File: src/rtl/acc_req_adapter.sv
// Decoupling stage between the accelerator dispatcher and the accelerator.
// Buffers requests in a FIFO, issues them under an outstanding limit and a
// per-ID in-flight table, and returns registered responses.
//
// Ports:
//   clk_i, rst_ni               clock, async active-low reset
//   req_*                       upstream request handshake and payload
//   acc_valid_o/acc_ready_i     downstream issue handshake
//   acc_insn/rs1/rs2/trans_id_o FIFO head payload
//   acc_resp_*_i                accelerator response strobe (no backpressure)
//   resp_*_o                    registered response to dispatcher
//   load/store_complete_o       completion pulses
//   store_pending_o             any store buffered or in flight
//   spurious_resp_o             response for an ID that was not in flight
//   outstanding_o               in-flight count
module acc_req_adapter #(
    parameter int unsigned TransIdBits    = 3,
    parameter int unsigned XLEN           = 64,
    parameter int unsigned Depth          = 4,
    parameter int unsigned MaxOutstanding = 4
) (
    input  logic                             clk_i,
    input  logic                             rst_ni,
    input  logic                             req_valid_i,
    output logic                             req_ready_o,
    input  logic [31:0]                      req_insn_i,
    input  logic [XLEN-1:0]                  req_rs1_i,
    input  logic [XLEN-1:0]                  req_rs2_i,
    input  logic [TransIdBits-1:0]           req_trans_id_i,
    input  logic                             req_is_load_i,
    input  logic                             req_is_store_i,
    output logic                             acc_valid_o,
    input  logic                             acc_ready_i,
    output logic [31:0]                      acc_insn_o,
    output logic [XLEN-1:0]                  acc_rs1_o,
    output logic [XLEN-1:0]                  acc_rs2_o,
    output logic [TransIdBits-1:0]           acc_trans_id_o,
    input  logic                             acc_resp_valid_i,
    input  logic [TransIdBits-1:0]           acc_resp_trans_id_i,
    input  logic [XLEN-1:0]                  acc_resp_result_i,
    input  logic                             acc_resp_error_i,
    output logic                             resp_valid_o,
    output logic [TransIdBits-1:0]           resp_trans_id_o,
    output logic [XLEN-1:0]                  resp_result_o,
    output logic                             resp_error_o,
    output logic                             load_complete_o,
    output logic                             store_complete_o,
    output logic                             store_pending_o,
    output logic                             spurious_resp_o,
    output logic [$clog2(MaxOutstanding+1)-1:0] outstanding_o
);

    localparam int unsigned NumIds = 1 << TransIdBits;
    localparam int unsigned PtrW   = $clog2(Depth);
    localparam int unsigned CntW   = $clog2(Depth + 1);
    localparam int unsigned OutW   = $clog2(MaxOutstanding + 1);

    localparam logic [CntW-1:0] CntFull = CntW'(Depth);
    localparam logic [OutW-1:0] OutMax  = OutW'(MaxOutstanding);

    typedef struct packed {
        logic [31:0]            insn;
        logic [XLEN-1:0]        rs1;
        logic [XLEN-1:0]        rs2;
        logic [TransIdBits-1:0] id;
        logic                   ld;
        logic                   st;
    } entry_t;

    entry_t                 mem_q [Depth];
    logic [PtrW-1:0]        wptr_q, rptr_q;
    logic [CntW-1:0]        cnt_q, cnt_d;
    logic [CntW-1:0]        st_buf_q, st_buf_d;
    logic [NumIds-1:0]      inflight_q, inflight_d;
    logic [NumIds-1:0]      is_ld_q, is_ld_d;
    logic [NumIds-1:0]      is_st_q, is_st_d;
    logic [OutW-1:0]        outst_q, outst_d;

    logic                   resp_valid_q;
    logic [TransIdBits-1:0] resp_id_q;
    logic [XLEN-1:0]        resp_result_q;
    logic                   resp_error_q;
    logic                   ld_cmp_q, st_cmp_q, spur_q;

    entry_t head;
    entry_t wr_entry;
    logic   full, empty, push, pop, resp_hit, resp_spur;

    assign head      = mem_q[rptr_q];
    assign full      = (cnt_q == CntFull);
    assign empty     = (cnt_q == '0);
    assign push      = req_valid_i & ~full;
    assign pop       = acc_valid_o & acc_ready_i;
    // Response legality is judged on the table as it stood before this edge.
    assign resp_hit  = acc_resp_valid_i &  inflight_q[acc_resp_trans_id_i];
    assign resp_spur = acc_resp_valid_i & ~inflight_q[acc_resp_trans_id_i];

    assign wr_entry = '{insn: req_insn_i, rs1: req_rs1_i, rs2: req_rs2_i,
                        id: req_trans_id_i, ld: req_is_load_i,
                        st: req_is_store_i};

    always_comb begin
        inflight_d = inflight_q;
        is_ld_d    = is_ld_q;
        is_st_d    = is_st_q;
        if (resp_hit) inflight_d[acc_resp_trans_id_i] = 1'b0;
        // A hit ID is never the head ID (head is blocked while in flight).
        if (pop) begin
            inflight_d[head.id] = 1'b1;
            is_ld_d[head.id]    = head.ld;
            is_st_d[head.id]    = head.st;
        end
        outst_d = outst_q;
        if (pop && !resp_hit)      outst_d = outst_q + 1'b1;
        else if (!pop && resp_hit) outst_d = outst_q - 1'b1;
        cnt_d = cnt_q;
        if (push && !pop)      cnt_d = cnt_q + 1'b1;
        else if (!push && pop) cnt_d = cnt_q - 1'b1;
        st_buf_d = st_buf_q;
        if ((push & req_is_store_i) && !(pop & head.st))
            st_buf_d = st_buf_q + 1'b1;
        else if (!(push & req_is_store_i) && (pop & head.st))
            st_buf_d = st_buf_q - 1'b1;
    end

    always_ff @(posedge clk_i or negedge rst_ni) begin
        if (!rst_ni) begin
            for (int i = 0; i < Depth; i++) mem_q[i] <= '0;
            wptr_q        <= '0;
            rptr_q        <= '0;
            cnt_q         <= '0;
            st_buf_q      <= '0;
            inflight_q    <= '0;
            is_ld_q       <= '0;
            is_st_q       <= '0;
            outst_q       <= '0;
            resp_valid_q  <= 1'b0;
            resp_id_q     <= '0;
            resp_result_q <= '0;
            resp_error_q  <= 1'b0;
            ld_cmp_q      <= 1'b0;
            st_cmp_q      <= 1'b0;
            spur_q        <= 1'b0;
        end else begin
            if (push) begin
                mem_q[wptr_q] <= wr_entry;
                wptr_q        <= wptr_q + 1'b1;
            end
            if (pop) rptr_q <= rptr_q + 1'b1;
            cnt_q        <= cnt_d;
            st_buf_q     <= st_buf_d;
            inflight_q   <= inflight_d;
            is_ld_q      <= is_ld_d;
            is_st_q      <= is_st_d;
            outst_q      <= outst_d;
            resp_valid_q <= resp_hit;
            if (resp_hit) begin
                resp_id_q     <= acc_resp_trans_id_i;
                resp_result_q <= acc_resp_result_i;
                resp_error_q  <= acc_resp_error_i;
            end
            ld_cmp_q <= resp_hit & is_ld_q[acc_resp_trans_id_i];
            st_cmp_q <= resp_hit & is_st_q[acc_resp_trans_id_i];
            spur_q   <= resp_spur;
        end
    end

    assign req_ready_o      = ~full;
    assign acc_valid_o      = ~empty & (outst_q < OutMax)
                            & ~inflight_q[head.id];
    assign acc_insn_o       = head.insn;
    assign acc_rs1_o        = head.rs1;
    assign acc_rs2_o        = head.rs2;
    assign acc_trans_id_o   = head.id;
    assign resp_valid_o     = resp_valid_q;
    assign resp_trans_id_o  = resp_id_q;
    assign resp_result_o    = resp_result_q;
    assign resp_error_o     = resp_error_q;
    assign load_complete_o  = ld_cmp_q;
    assign store_complete_o = st_cmp_q;
    assign spurious_resp_o  = spur_q;
    assign outstanding_o    = outst_q;
    assign store_pending_o  = (st_buf_q != '0) | (|(inflight_q & is_st_q));

endmodule
File: config.mk
export PLATFORM = sky130hd
export DESIGN_NAME = acc_req_adapter
export DESIGN_NICKNAME = d
export VERILOG_FILES = /design/src/rtl/acc_req_adapter.sv
export SDC_FILE = /design/constraint.sdc
export NUM_CORES = 1
export LEC_CHECK = 0
export ABC_AREA = 1
export ABC_CLOCK_PERIOD_IN_PS = 6200
export BUFFER_PORTS_ARGS = -buffer_cell sky130_fd_sc_hd__buf_2
export CAP_MARGIN = 20
export CORE_MARGIN = 4
export CORE_UTILIZATION = 35
export CTS_CLUSTER_SIZE = 8
export DETAILED_ROUTE_END_ITERATION = 10
export GPL_TIMING_DRIVEN = 0
export SYNTH_ARGS = -nofsm -noshare
export SYNTH_HDL_FRONTEND = slang
export SYNTH_SLANG_ARGS = --single-unit
File: constraint.sdc
create_clock -name clk_i -period 6.2 [get_ports clk_i]
set_clock_uncertainty 0.2 [all_clocks]
set_input_delay 1.55 -clock clk_i [delete_from_list [all_inputs] [get_ports clk_i]]
set_output_delay 1.55 -clock clk_i [all_outputs]
set_load 0.02 [all_outputs]
==> out/metrics.csv <==
stage,metric,value,unit
sta,min_period_over_period,96.4,%
global_route,grt_pass1_wl,156000,um
sta,fmax,0.167,GHz
pwr,p_leak,19.2,nW
floorplanning,rows,115,
detailed_routing,drc,0,
sta,tightestPinTransition,0.778,ns
global_route,antenna_found_initial,45,
global_route,grt_pass1_vias,25900,
clock_network,clockBufferDepth,3,
synthesis,synth_top_family_by_area,multiplexers,
detailed_routing,vias,25200,
synthesis,syn_nets,3350,
floorplanning,start_util,35.4,%
min_path,hold_class,register to register,
place,pre_cts_ws,0.934,ns
floorplanning,fp.dieArea,105000,sq um
synthesis,synth_warnings,0,
clock_network,path_clk_slew,0.05,ns
pwr,power_frac_seq,32.4,%
sta,timing.final.ws_setup,0.224,ns
synthesis,ys_seq_area_share,55.0,%
sta,finalSetupViolCount,0,
pwr,p_comb_share,48.4,%
synthesis,synthMuxAreaShare,21.0,%
clock_network,ctsResizeCount,0,
worst_setup_path,crit_type,register to output port,
worst_setup_path,crit_start,rptr_q[0],
worst_setup_path,start_kind,register,
detailed_routing,final_antenna_net_count,0,
sta,rsz0062_at_grt,no,
sta,slew_headroom,48.1,%
worst_setup_path,r2r-start,rptr_q[0],
synthesis,synth_ff_type,dfrtp_1,
detailed_routing,first_iter_violations,1359,
run,drv_cap,0,
place,place_area,39300,sq um
min_path,hp-start,resp_result_o[54],
pwr,p_per_area,646,nW/um^2
layout,final_cell_area,42200,sq um
detailed_routing,drt_first_pass_iters,5,
floorplanning,ios,479,
clock_network,post_cts_buffers,0,
synthesis,synth-async-reset-ratio,100,%
clock_network,cts_root_buf,clkbuf_16,
clock_network,insertion_delay,0.66,ns
synthesis,ys_ff_latch,769,
floorplanning,die-width,324,um
layout,stdcell_count,5017,
synthesis,synth_top_area_cell,dfrtp_1,
place,dp.cells,4879,
layout,drive_above_1_share,42.0,%
place,place.gp.congestion,0.805,
layout,area_growth_syn_to_layout,20.5,%
clock_network,cts_buffers,107,
global_route,grt_max_degree,118,
synthesis,synth_cell_type_count,34,
synthesis,synth_compound_area_share,8.31,%
pwr,power_switching,0.0107,W
place,hpwl,71500,um
synthesis,syn_area_per_cell,11.3,sq um
pwr,internal-power,0.0165,W
pwr,p_clk_share,19.2,%
detailed_routing,vias_per_cell,5.03,
sta,hold_violations,0,
detailed_routing,wire_per_inst,20.6,um
synthesis,synth_top_cell_area_share,55.0,%
clock_network,htreeDepth,3,
pwr,switching_share,39.3,%
global_route,grt-ovfl-total,0,
synthesis,synthAdderAreaFrac,0.422,%
sta,fin_tns_setup,0,ns
status,outcome,finished clean,
synthesis,synth.cell_area,35000,sq um
layout,nNetsFinal,3949,
clock_network,ctsHoldBuffers,0,
synthesis,yosys.area_share.simple,8.41,%
clock_network,cts_tree,done,
global_route,grt_use_total,19.4,%
place,io_buffers,477,
synthesis,yosys-top-cells-area,"dfrtp_1 (55%), mux2_2 (21%), o21ai_0 (5.0%)",
worst_setup_path,required,4.45,ns
worst_setup_path,worstPathMaxFanout,11,
worst_setup_path,crit_arrival,4.23,ns
detailed_routing,drt_wl_total,104000,um
synthesis,synth-xor-area-share,0.225,%
sta,finalMaxSlewViolations,0,
synthesis,synth_edf_count,0,
worst_setup_path,critPathCaptureType,output port,
clock_network,cts_sinks,769,
sta,min_period,5.98,ns
pwr,ir_drop,504,uV
floorplanning,core-area,98700,sq um
floorplanning,die_h,324,um
synthesis,syn-instance-count,3102,
==> path summary, 6_finish.rpt <==
kind	slack, ns	cells after the start	end
worst max-delay path	0.22	10	acc_insn_o[29]
worst min-delay path	0.27	2	resp_result_o[54]
worst max register to register	2.32	11	st_buf_q[1]
worst min register to register	0.27	2	resp_result_o[54]
max in group asynchronous	3.27	4	mem_q[48]
min in group asynchronous	0.66	1	mem_q[316]
==> layout by cell type (no fill, tap or decap), types with 9 or more instances in the layout <==
master	instances
o21ai_0	351
buf_2	568
mux2_2	652
nor2_1	348
nand3_2	9
nand3_1	26
nand2_1	301
nand2_2	9
dfrtp_1	769
a21oi_1	9
clkbuf_16	108
diode_2	17
o22ai_1	160
clkbuf_1	103
buf_4	167
inv_1	42
nand4_1	9
==> logic make-up (layout without fill, tap and decap cells) <==
kind of cell    count (synthesis)  in the layout
mux                           652            652
simple gates                  718            718
compound gates                533            533
xor+xnor                        9              9
buf+inv                       411           1022
flops                         769            769
other cells                     0             17
fa+ha+maj                      10             10
==> cell usage after synthesis, types with 7 or more instances <==
cell type,number
dfrtp_1,769
mux2_2,652
a21oi_1,9
o22ai_1,160
buf_2,92
nand3_2,9
buf_4,167
clkbuf_1,99
nand2_2,9
o21ai_0,351
nand4_1,9
nand2_1,301
nand3_1,26
nor2_1,348
inv_1,42
ha_1,7
==> power groups by stage <==
stage / registers, W / logic (W) / clock network, W
after floorplan: 0.00882 / 0.00904 / 0
after global placement: 0.00882 / 0.0131 / 0
after detailed placement: 0.00888 / 0.0133 / 0
after CTS: 0.00881 / 0.0134 / 0.00539
after global routing: 0.00913 / 0.0143 / 0.00559
final: 0.00881 / 0.0132 / 0.00523
==> sequential cells by signal (all words and copies together) (netlist names) <==
name	cells
outstanding_o	3
st_buf_q	3
rptr_q	2
is_st_q	8
resp_valid_o	1
resp_result_o	64
resp_trans_id_o	3
load_complete_o	1
spurious_resp_o	1
mem_q	660
cnt_q	3
resp_error_o	1
is_ld_q	8
inflight_q	8
store_complete_o	1
wptr_q	2
==> worst max-delay path, cell delays in order, from the launching register on <==
cell     delay (ns)
dfrtp_1        0.42
buf_6          0.17
buf_4          0.31
buf_2          0.54
buf_2          0.48
buf_2          0.55
buf_2          0.38
nor2_1         0.08
o22ai_1        0.28
buf_4          0.17
buf_2          0.15
==> layout make-up <==
| cell class | instances | area, sq um |
|---|---|---|
| antenna | 17 | 42.5 |
| timing repair buffer | 490 | 2680 |
| fill | 9483 | 56600 |
| buffer | 365 | 2150 |
| inverter | 46 | 175 |
| clock buffer | 114 | 2750 |
| sequential | 769 | 19200 |
| multi-input combinational | 1922 | 13400 |
| tap | 1287 | 1610 |
| clock inverter | 7 | 97.6 |
==> per-layer routing <==
metal | vias up | GRT usage (%) | share of wire, %
met1 | 12600 | 25.2 | 43
met4 | 36 | 5.69 | 2.7
li1 | 11700 | - | -
met5 | - | 0 | 0.22
met3 | 213 | 5.70 | 7.3
met2 | 672 | 31.6 | 47
==> metrics by stage <==
stage                     total power (W)  util [%]  hold slack [ns]
after floorplan                    0.0179         -            0.248
after global placement             0.0219      39.5            0.258
after detailed placement           0.0222      39.8            0.260
after CTS                          0.0276      42.7            0.274
after global routing               0.0291      42.7            0.282
final                              0.0272      42.7            0.269
(Power assumes the default switching activity.)
